[config.mk]
export PLATFORM = sky130hd
export DESIGN_NAME = mem_access_stage
export DESIGN_NICKNAME = d
export VERILOG_FILES = /design/src/rtl/mem_access_stage.sv
export SDC_FILE = /design/constraint.sdc
export NUM_CORES = 1
export LEC_CHECK = 0
export CAP_MARGIN = 20
export CORE_MARGIN = 3
export CORE_UTILIZATION = 39
export DETAILED_ROUTE_END_ITERATION = 12
export PLACE_DENSITY = 0.81
export SKIP_CTS_REPAIR_TIMING = 1
export SYNTH_ARGS = -nofsm -noshare
export SYNTH_HDL_FRONTEND = slang
export SYNTH_SLANG_ARGS = --single-unit
[constraint.sdc]
create_clock -name clk -period 2.4 [get_ports clk]
set_clock_uncertainty 0.1 [all_clocks]
set_input_delay 0.36 -clock clk [delete_from_list [all_inputs] [get_ports clk]]
set_output_delay 0.36 -clock clk [all_outputs]
set_load 0.01 [all_outputs]
[src/rtl/mem_access_stage.sv]
// mem_access_stage: MEM stage of the five-stage pipeline.
// Resolves the branch, performs loads/stores over a req/ready handshake
// (stalling upstream while an access is outstanding) and registers the
// write-back result into the MEM/WB register. Misaligned accesses and
// memory timeouts become bubbles and set a sticky error flag.
//
// Ports:
//   clk, reset            clock, asynchronous active-low reset
//   in_*                  EX/MEM pipeline register contents
//   mem_Req/We/Addr/WData data-memory request (registered)
//   mem_Ready/RData       data-memory completion and read data
//   out_Stall             hold IF/ID/EX and EX/MEM this cycle
//   out_PCSrc/BranchTarget branch decision and target
//   out_WB*/RegWrite/WriteReg MEM/WB register
//   out_MemError          sticky misalign/timeout flag
module mem_access_stage #(
  parameter int unsigned TIMEOUT_CYCLES = 255
) (
  input  logic        clk,
  input  logic        reset,
  input  logic        in_Valid,
  input  logic        in_Zero,
  input  logic [31:0] in_ALUResult,
  input  logic [31:0] in_ReadData2,
  input  logic [31:0] in_NewPC,
  input  logic        in_CtrlMemRead,
  input  logic        in_CtrlMemWrite,
  input  logic        in_CtrlBranch,
  input  logic        in_CtrlALUOrMem,
  input  logic        in_CtrlRegWrite,
  input  logic [4:0]  in_WriteReg,
  output logic        mem_Req,
  output logic        mem_We,
  output logic [31:0] mem_Addr,
  output logic [31:0] mem_WData,
  input  logic        mem_Ready,
  input  logic [31:0] mem_RData,
  output logic        out_Stall,
  output logic        out_PCSrc,
  output logic [31:0] out_BranchTarget,
  output logic        out_WBValid,
  output logic        out_RegWrite,
  output logic [31:0] out_WBData,
  output logic [4:0]  out_WriteReg,
  output logic        out_MemError
);

  localparam int unsigned CNT_W = 16;
  localparam int unsigned TERM  = TIMEOUT_CYCLES - 1;

  typedef enum logic {ST_IDLE, ST_ACCESS} state_e;

  state_e             state_q, state_d;
  logic               req_q, req_d;
  logic               we_q, we_d;
  logic [31:0]        addr_q, addr_d;
  logic [31:0]        wdata_q, wdata_d;
  logic [CNT_W-1:0]   cnt_q, cnt_d;
  logic               wb_valid_q, wb_valid_d;
  logic               reg_write_q, reg_write_d;
  logic [31:0]        wb_data_q, wb_data_d;
  logic [4:0]         write_reg_q, write_reg_d;
  logic               err_q, err_d;
  logic               stall_c;

  logic mem_op_c;
  logic aligned_c;
  logic timeout_c;

  assign mem_op_c  = in_Valid & (in_CtrlMemRead | in_CtrlMemWrite);
  assign aligned_c = (in_ALUResult[1:0] == 2'b00);
  // Terminal-count cycle with no ready; ready in the same cycle wins.
  assign timeout_c = (state_q == ST_ACCESS) & ~mem_Ready &
                     (cnt_q == CNT_W'(TERM));

  // State and pipeline registers
  always_ff @(posedge clk or negedge reset) begin
    if (!reset) begin
      state_q     <= ST_IDLE;
      req_q       <= 1'b0;
      we_q        <= 1'b0;
      addr_q      <= 32'h0;
      wdata_q     <= 32'h0;
      cnt_q       <= '0;
      wb_valid_q  <= 1'b0;
      reg_write_q <= 1'b0;
      wb_data_q   <= 32'h0;
      write_reg_q <= 5'h0;
      err_q       <= 1'b0;
    end else begin
      state_q     <= state_d;
      req_q       <= req_d;
      we_q        <= we_d;
      addr_q      <= addr_d;
      wdata_q     <= wdata_d;
      cnt_q       <= cnt_d;
      wb_valid_q  <= wb_valid_d;
      reg_write_q <= reg_write_d;
      wb_data_q   <= wb_data_d;
      write_reg_q <= write_reg_d;
      err_q       <= err_d;
    end
  end

  // Next-state, MEM/WB capture and stall
  always_comb begin
    state_d     = state_q;
    req_d       = req_q;
    we_d        = we_q;
    addr_d      = addr_q;
    wdata_d     = wdata_q;
    cnt_d       = cnt_q;
    wb_valid_d  = in_Valid;
    reg_write_d = in_Valid & in_CtrlRegWrite;
    wb_data_d   = in_ALUResult;
    write_reg_d = in_WriteReg;
    err_d       = err_q;
    stall_c     = 1'b0;

    case (state_q)
      ST_IDLE: begin
        if (mem_op_c) begin
          if (aligned_c) begin
            stall_c     = 1'b1;
            wb_valid_d  = 1'b0;
            reg_write_d = 1'b0;
            addr_d      = in_ALUResult;
            wdata_d     = in_ReadData2;
            we_d        = in_CtrlMemWrite;
            cnt_d       = '0;
            req_d       = 1'b1;
            state_d     = ST_ACCESS;
          end else begin
            reg_write_d = 1'b0;
            err_d       = 1'b1;
          end
        end
      end
      ST_ACCESS: begin
        if (mem_Ready) begin
          wb_valid_d  = 1'b1;
          reg_write_d = in_CtrlRegWrite;
          wb_data_d   = in_CtrlALUOrMem ? mem_RData : in_ALUResult;
          req_d       = 1'b0;
          we_d        = 1'b0;
          state_d     = ST_IDLE;
        end else if (timeout_c) begin
          wb_valid_d  = 1'b1;
          reg_write_d = 1'b0;
          err_d       = 1'b1;
          req_d       = 1'b0;
          we_d        = 1'b0;
          state_d     = ST_IDLE;
        end else begin
          stall_c     = 1'b1;
          wb_valid_d  = 1'b0;
          reg_write_d = 1'b0;
          cnt_d       = cnt_q + CNT_W'(1);
        end
      end
      default: state_d = ST_IDLE;
    endcase
  end

  // Combinational controls are forced low while reset is held.
  assign out_Stall        = reset & stall_c;
  assign out_PCSrc        = reset & in_Valid & in_CtrlBranch & in_Zero &
                            (state_q == ST_IDLE);
  assign out_BranchTarget = in_NewPC;

  assign mem_Req      = req_q;
  assign mem_We       = we_q;
  assign mem_Addr     = addr_q;
  assign mem_WData    = wdata_q;
  assign out_WBValid  = wb_valid_q;
  assign out_RegWrite = reg_write_q;
  assign out_WBData   = wb_data_q;
  assign out_WriteReg = write_reg_q;
  assign out_MemError = err_q;

endmodule

==> flow_metrics.py, run 1 <==
metrics = {
    "run_status": {
        "status": "complete, no violations",
    },
    "final_layout": {
        "nFillCells": 997,
        "layout_common_cells": "clkdlybuf4s50_1 (216), nand2_1 (199), dfrtp_1 (123), mux2_2 (32), buf_4 (25)",
        "n_antenna_cell": 0,
        "multiInputGateArea_mm2": 0.00176,
        "syn_to_final_growth_pct": 56.1,
        "fin_nets": 862,
        "final_area_mm2": 0.00804,
        "final_common_cell": "clkdlybuf4s50_1",
        "register_area_mm2": 0.00308,
        "final_layout_size_suffix_gt1_share_pct": 13.8,
    },
    "timing": {
        "relSlewSlack_pct": 44.0,
        "hold_viol": 0,
        "drv_slew": 0,
        "finalSetupTns_ns": 0,
        "worst_pin_slew_ns": 0.840,
        "max_freq_ghz": 0.441,
        "min_period_ns": 2.27,
        "fin_crit_sh_pct": 94.5,
        "setup_viol": 0,
    },
    "synthesis": {
        "ys_seq_elements": 123,
        "synth-seq-area-share_pct": 59.7,
        "synth.avg_cell_area_um2": 10.1,
        "synth-edff-count": 0,
        "synthesis.nets": 654,
        "synthCells": 509,
        "synth.distinct_cells": 44,
        "synth_top_flop_cell": "dfrtp_1",
        "synthArstFlopShare_pct": 100,
        "netlist_area_mm2": 0.00515,
        "ys_warn_count": 0,
    },
    "min_path": {
        "min_path_type": "input pin to async pin",
    },
    "placed_design": {
        "dpl.hpwl_um": 10400,
        "gp_congestion": 0.844,
        "placed_area_mm2": 0.00743,
        "port_buffers": 218,
    },
    "worst_setup_path": {
        "path_max_fanout": 2,
        "critical_path_required_ns": 1.94,
        "critPathKind": "flop to output pin",
        "crit_arrival_ns": 1.81,
        "cp-end-kind": "output pin",
        "cp-start-kind": "flop",
        "r2r_slack_ns": 0.34,
    },
    "clock_tree": {
        "cts_tree": "yes",
        "clock_latency_ns": 0.41,
        "ctsHtreeMaxLevel": 4,
        "cts_buffer_depth": 2,
        "clk_pin_slew_ns": 0.05,
        "cts_sinks": 123,
        "root_buffer": "clkbuf_16",
        "cts_buffers": 17,
    },
    "die": {
        "row_count": 41,
        "initial_core_util_pct": 40.3,
        "dieArea_mm2": 0.0146,
        "die_w_um": 121,
        "io_pins": 283,
        "fp.dieH_um": 121,
        "core_area_mm2": 0.0128,
    },
    "flow_run": {
        "maxCapViolCount": 0,
    },
    "grt": {
        "grt_overflow": 0,
        "antenna_found_initial": 0,
        "track_usage_pct": 20.3,
        "grt_pass1_wl_um": 23200,
        "first_global_vias": 4615,
        "grt_max_degree": 78,
    },
    "route": {
        "avgRoutedWirePerCell_um": 16.4,
        "totalWireLength_um": 14700,
        "ant_nets": 0,
        "first_pass_iters": 4,
        "drt_iter0_markers": 212,
        "vias": 4399,
        "remaining_drc_errors": 0,
        "drt-vias-per-instance": 4.89,
    },
    "power_and_ir_drop": {
        "power_density_mw_per_mm2": 790,
        "power_leakage_nw": 3.68,
        "irDropWorstVdd_v": 0.000462,
    },
}
==> metal layers <==
metal	vias up	track usage, %	wire length, um
met5	-	0	0
met4	0	10.1	438
met3	40	7.32	1170
met2	199	34.0	7530
met1	2108	22.9	5600
li1	2052	-	-
==> logic make-up after synthesis <==
kind of cell               count (synthesis)  synth area share (%)
and+or+nand+nor                          259                  21.5
adders and majority gates                  2                 0.486
DFF                                      123                  59.7
muxes                                     34                  7.38
buffers and inverters                     58                  6.63
AOI/OAI and AO/OA                         33                  4.23
==> state kept, by name, summed over array words and instances, names as in the netlist <==
name,flops
out_WBValid,1
mem_Req,1
out_WriteReg,5
out_WBData,32
mem_We,1
cnt_q,16
out_RegWrite,1
mem_Addr,32
mem_WData,32
state_q,1
out_MemError,1
==> cells in the mapped netlist, drive strengths merged (3+ instances only) <==
| library cell | count | share of area [%] |
|---|---|---|
| a21oi | 6 | 0.58 |
| and2 | 4 | 0.51 |
| buf | 39 | 5.2 |
| clkbuf | 16 | 1.2 |
| dfrtp | 123 | 60 |
| inv | 3 | 0.22 |
| mux2 | 32 | 7.0 |
| nand2 | 200 | 15 |
| nand3 | 22 | 2.2 |
| nand4 | 6 | 0.85 |
| nor2 | 9 | 0.66 |
| nor2b | 3 | 0.36 |
| nor3 | 3 | 0.29 |
| o21a | 3 | 0.44 |
| o21ai | 10 | 0.97 |
| or4b | 3 | 0.58 |
==> report_power, final <==
part           total (W)  internal, W  switching (W)
Sequential       0.00252      0.00236       0.000165
Combinational    0.00132     0.000754       0.000562
Clock            0.00251      0.00164       0.000870
==> per-stage QoR <==
stage | setup slack, ns | hold slack [ns] | total power, W | cells | utilization, %
6_report | 0.133 | 0.0321 | 0.00635 | 899 | 63.0
2_1_floorplan | 0.510 | -0.0356 | 0.00303 | 509 | -
5_1_grt | -0.0350 | 0.0846 | 0.00665 | 899 | 63.0
4_1_cts | -0.282 | 0.0455 | 0.00641 | 896 | 62.7
3_3_place_gp | -0.0651 | 0.359 | 0.00382 | 867 | 58.2
3_5_place_dp | -0.0893 | 0.362 | 0.00387 | 867 | 58.2
==> critical path, stage by stage (launching register included) <==
cell      delay (ns)
dfrtp_1         0.39
nor4_2          0.26
nand4b_1        0.18
o21ai_2         0.19
nand2_1         0.09
and2_1          0.17
clkbuf_2        0.13
==> final timing paths <==
check                             endpoint  cells past startpoint           start
min                                 mem_We                      2           reset
max in group asynchronous      mem_Addr[9]                      2           reset
max                              out_Stall                      6        cnt_q[9]
max reg2reg                      cnt_q[11]                      7        cnt_q[3]
min reg2reg                   mem_Addr[12]                      2    mem_Addr[12]
min in group clk           out_WriteReg[4]                      1  in_WriteReg[4]
==> area by class of cell <==
class / count / area share, %
clock buffer: 22 / 6.15
timing repair buffer: 244 / 29.8
sequential: 123 / 38.3
multi-input combinational: 328 / 21.9
tap: 172 / 2.68
clock inverter: 7 / 1.12
inverter: 3 / 0.140
Note: power is estimated with default switching activity, not from simulation.
==> inputs of run 2 (changes only) <==
CTS_CLUSTER_DIAMETER = 120   (was not set)
==> results of run 2 <==
Same layout as run 1: the final DEF is identical, and so are final timing and power.
==> inputs of run 3 (changes only) <==
--- a/config.mk
+++ b/config.mk
@@ -12,2 +12,3 @@
 export DETAILED_ROUTE_END_ITERATION = 12
+export HOLD_SLACK_MARGIN = 0.05
 export PLACE_DENSITY = 0.81
--- a/constraint.sdc
+++ b/constraint.sdc
@@ -4,2 +4,2 @@
 set_output_delay 0.36 -clock clk [all_outputs]
-set_load 0.01 [all_outputs]
+set_load 0.1 [all_outputs]
==> flow_metrics.py, run 3 (synthesis gave the netlist of run 1 again) <==
metrics = {
    "die": {
        "row_count": 41,
        "dieArea_mm2": 0.0146,
        "core_area_mm2": 0.0128,
        "initial_core_util_pct": 40.3,
        "io_pins": 283,
        "die_w_um": 121,
        "fp.dieH_um": 121,
    },
    "run_status": {
        "status": "finished with violations",
        "violations": "negative setup slack",
    },
    "timing": {
        "worst_pin_slew_ns": 0.912,
        "fin_crit_sh_pct": 101,
        "setup_viol": 1,
        "hold_viol": 0,
        "relSlewSlack_pct": 39.2,
        "drv_slew": 0,
        "max_freq_ghz": 0.414,
        "finalSetupTns_ns": -0.0153,
        "rsz0062_at_grt": "true",
        "setup_slack_ns": -0.0153,
        "min_period_ns": 2.42,
    },
    "final_layout": {
        "nFillCells": 1043,
        "fin_nets": 853,
        "n_antenna_cell": 0,
        "syn_to_final_growth_pct": 50.5,
        "final_common_cell": "nand2_1",
        "post-route-util_pct": 60.7,
        "layout_common_cells": "nand2_1 (199), buf_4 (122), dfrtp_1 (121), clkdlybuf4s50_1 (109), mux2_2 (32)",
        "final_layout_size_suffix_gt1_share_pct": 27.9,
    },
    "power_and_ir_drop": {
        "p_sw_w": 0.00335,
        "irDropWorstVdd_v": 0.000536,
        "pwr-share-seq_pct": 32.0,
        "p_comb_share_pct": 36.0,
        "power_frac_clock_pct": 32.0,
        "power_density_mw_per_mm2": 1030,
        "p_int_w": 0.00464,
        "power_leakage_nw": 3.76,
        "swShare_pct": 41.9,
    },
    "placed_design": {
        "port_buffers": 218,
        "preCtsSetupSlack_ns": 0.106,
        "gp_congestion": 0.855,
        "dpl.hpwl_um": 10600,
    },
    "min_path": {
        "min_path_type": "input pin to async pin",
    },
    "route": {
        "avgRoutedWirePerCell_um": 16.1,
        "totalWireLength_um": 14400,
        "vias": 4314,
        "remaining_drc_errors": 0,
        "first_pass_iters": 4,
        "ant_nets": 0,
        "drt-vias-per-instance": 4.83,
        "drt_iter0_markers": 235,
    },
    "worst_setup_path": {
        "crit_arrival_ns": 1.96,
        "critical_path_required_ns": 1.94,
        "cp-start-kind": "flop",
        "path_max_fanout": 4,
        "cp-end-kind": "output pin",
        "critPathKind": "flop to output pin",
        "r2r_slack_ns": 0.31,
    },
    "clock_tree": {
        "cts_buffers": 17,
        "cts_buffer_depth": 2,
        "clk_pin_slew_ns": 0.06,
        "root_buffer": "clkbuf_16",
        "cts_tree": "yes",
        "cts_sinks": 123,
        "clock_latency_ns": 0.41,
        "ctsHtreeMaxLevel": 4,
    },
    "grt": {
        "antenna_found_initial": 0,
        "first_global_vias": 4513,
        "grt_max_degree": 75,
        "grt_pass1_wl_um": 22800,
        "track_usage_pct": 20.0,
        "grt_overflow": 0,
    },
    "flow_run": {
        "maxCapViolCount": 0,
    },
}
==> run 3: changes by cell type in the layout (fill, tap and decap cells not counted), moves of 2 or more <==
cell	before	now
buf_4	25	122
clkinvlp_4	2	5
dfrtp_2	0	2
clkdlybuf4s50_1	216	109
clkbuf_1	0	2
clkinv_2	3	1
dfrtp_1	123	121
==> run 3: worst paths after layout <==
| check | from | to | cells after the start |
|---|---|---|---|
| worst max-delay path | cnt_q[14] | out_Stall | 6 |
| worst min-delay path | reset | out_MemError | 2 |
| worst max register to register | cnt_q[0] | cnt_q[9] | 8 |
| worst min register to register | mem_Addr[13] | mem_Addr[13] | 2 |
| max in group asynchronous | reset | cnt_q[8] | 3 |
| min in group clk | in_WriteReg[2] | out_WriteReg[2] | 1 |
==> run 3: cell type report <==
class	instances	area [um^2]	share of cell area, %
Timing Repair Buffer	235	2080	26.8
Tap cell	172	215	2.78
Clock buffer	23	488	6.29
Inverter	3	11.3	0.145
Sequential cell	123	3080	39.7
Multi-Input combinational cell	328	1770	22.8
Clock inverter	9	111	1.44
==> run 3: power by group through the flow <==
stage	sequential (W)	clock (W)	combinational (W)
finish	0.00255	0.00255	0.00288
global route	0.00259	0.00270	0.00299
CTS	0.00255	0.00261	0.00289
detailed placement	0.00258	0	0.00289
global placement	0.00257	0	0.00286
floorplan	0.00433	0	0.000571
==> run 3: critical path: stages (launching register included) <==
cell,delay [ns]
dfrtp_2,0.43
nor4_4,0.27
nand4b_1,0.22
o21ai_2,0.22
nand2_1,0.09
and2_4,0.15
buf_12,0.16
==> run 3: stage by stage <==
| stage | hold WS, ns | cell area [um^2] | instances | power, W |
|---|---|---|---|---|
| 6_report | 0.103 | 7750 | 893 | 0.00798 |
| 2_1_floorplan | -0.0356 | 5150 | 509 | 0.00491 |
| 4_1_cts | 0.00494 | 7700 | 890 | 0.00806 |
| 3_5_place_dp | 0.364 | 7100 | 858 | 0.00547 |
| 5_1_grt | 0.173 | 7750 | 893 | 0.00829 |
| 3_3_place_gp | 0.361 | 7100 | 858 | 0.00543 |
==> run 3: layer usage <==
metal	global-route usage (%)	up-vias	share of wire (%)
li1	-	2038	-
met1	22.6	2028	38
met2	33.3	199	50
met3	7.37	49	8.5
met4	9.63	0	3.4
met5	0	-	0
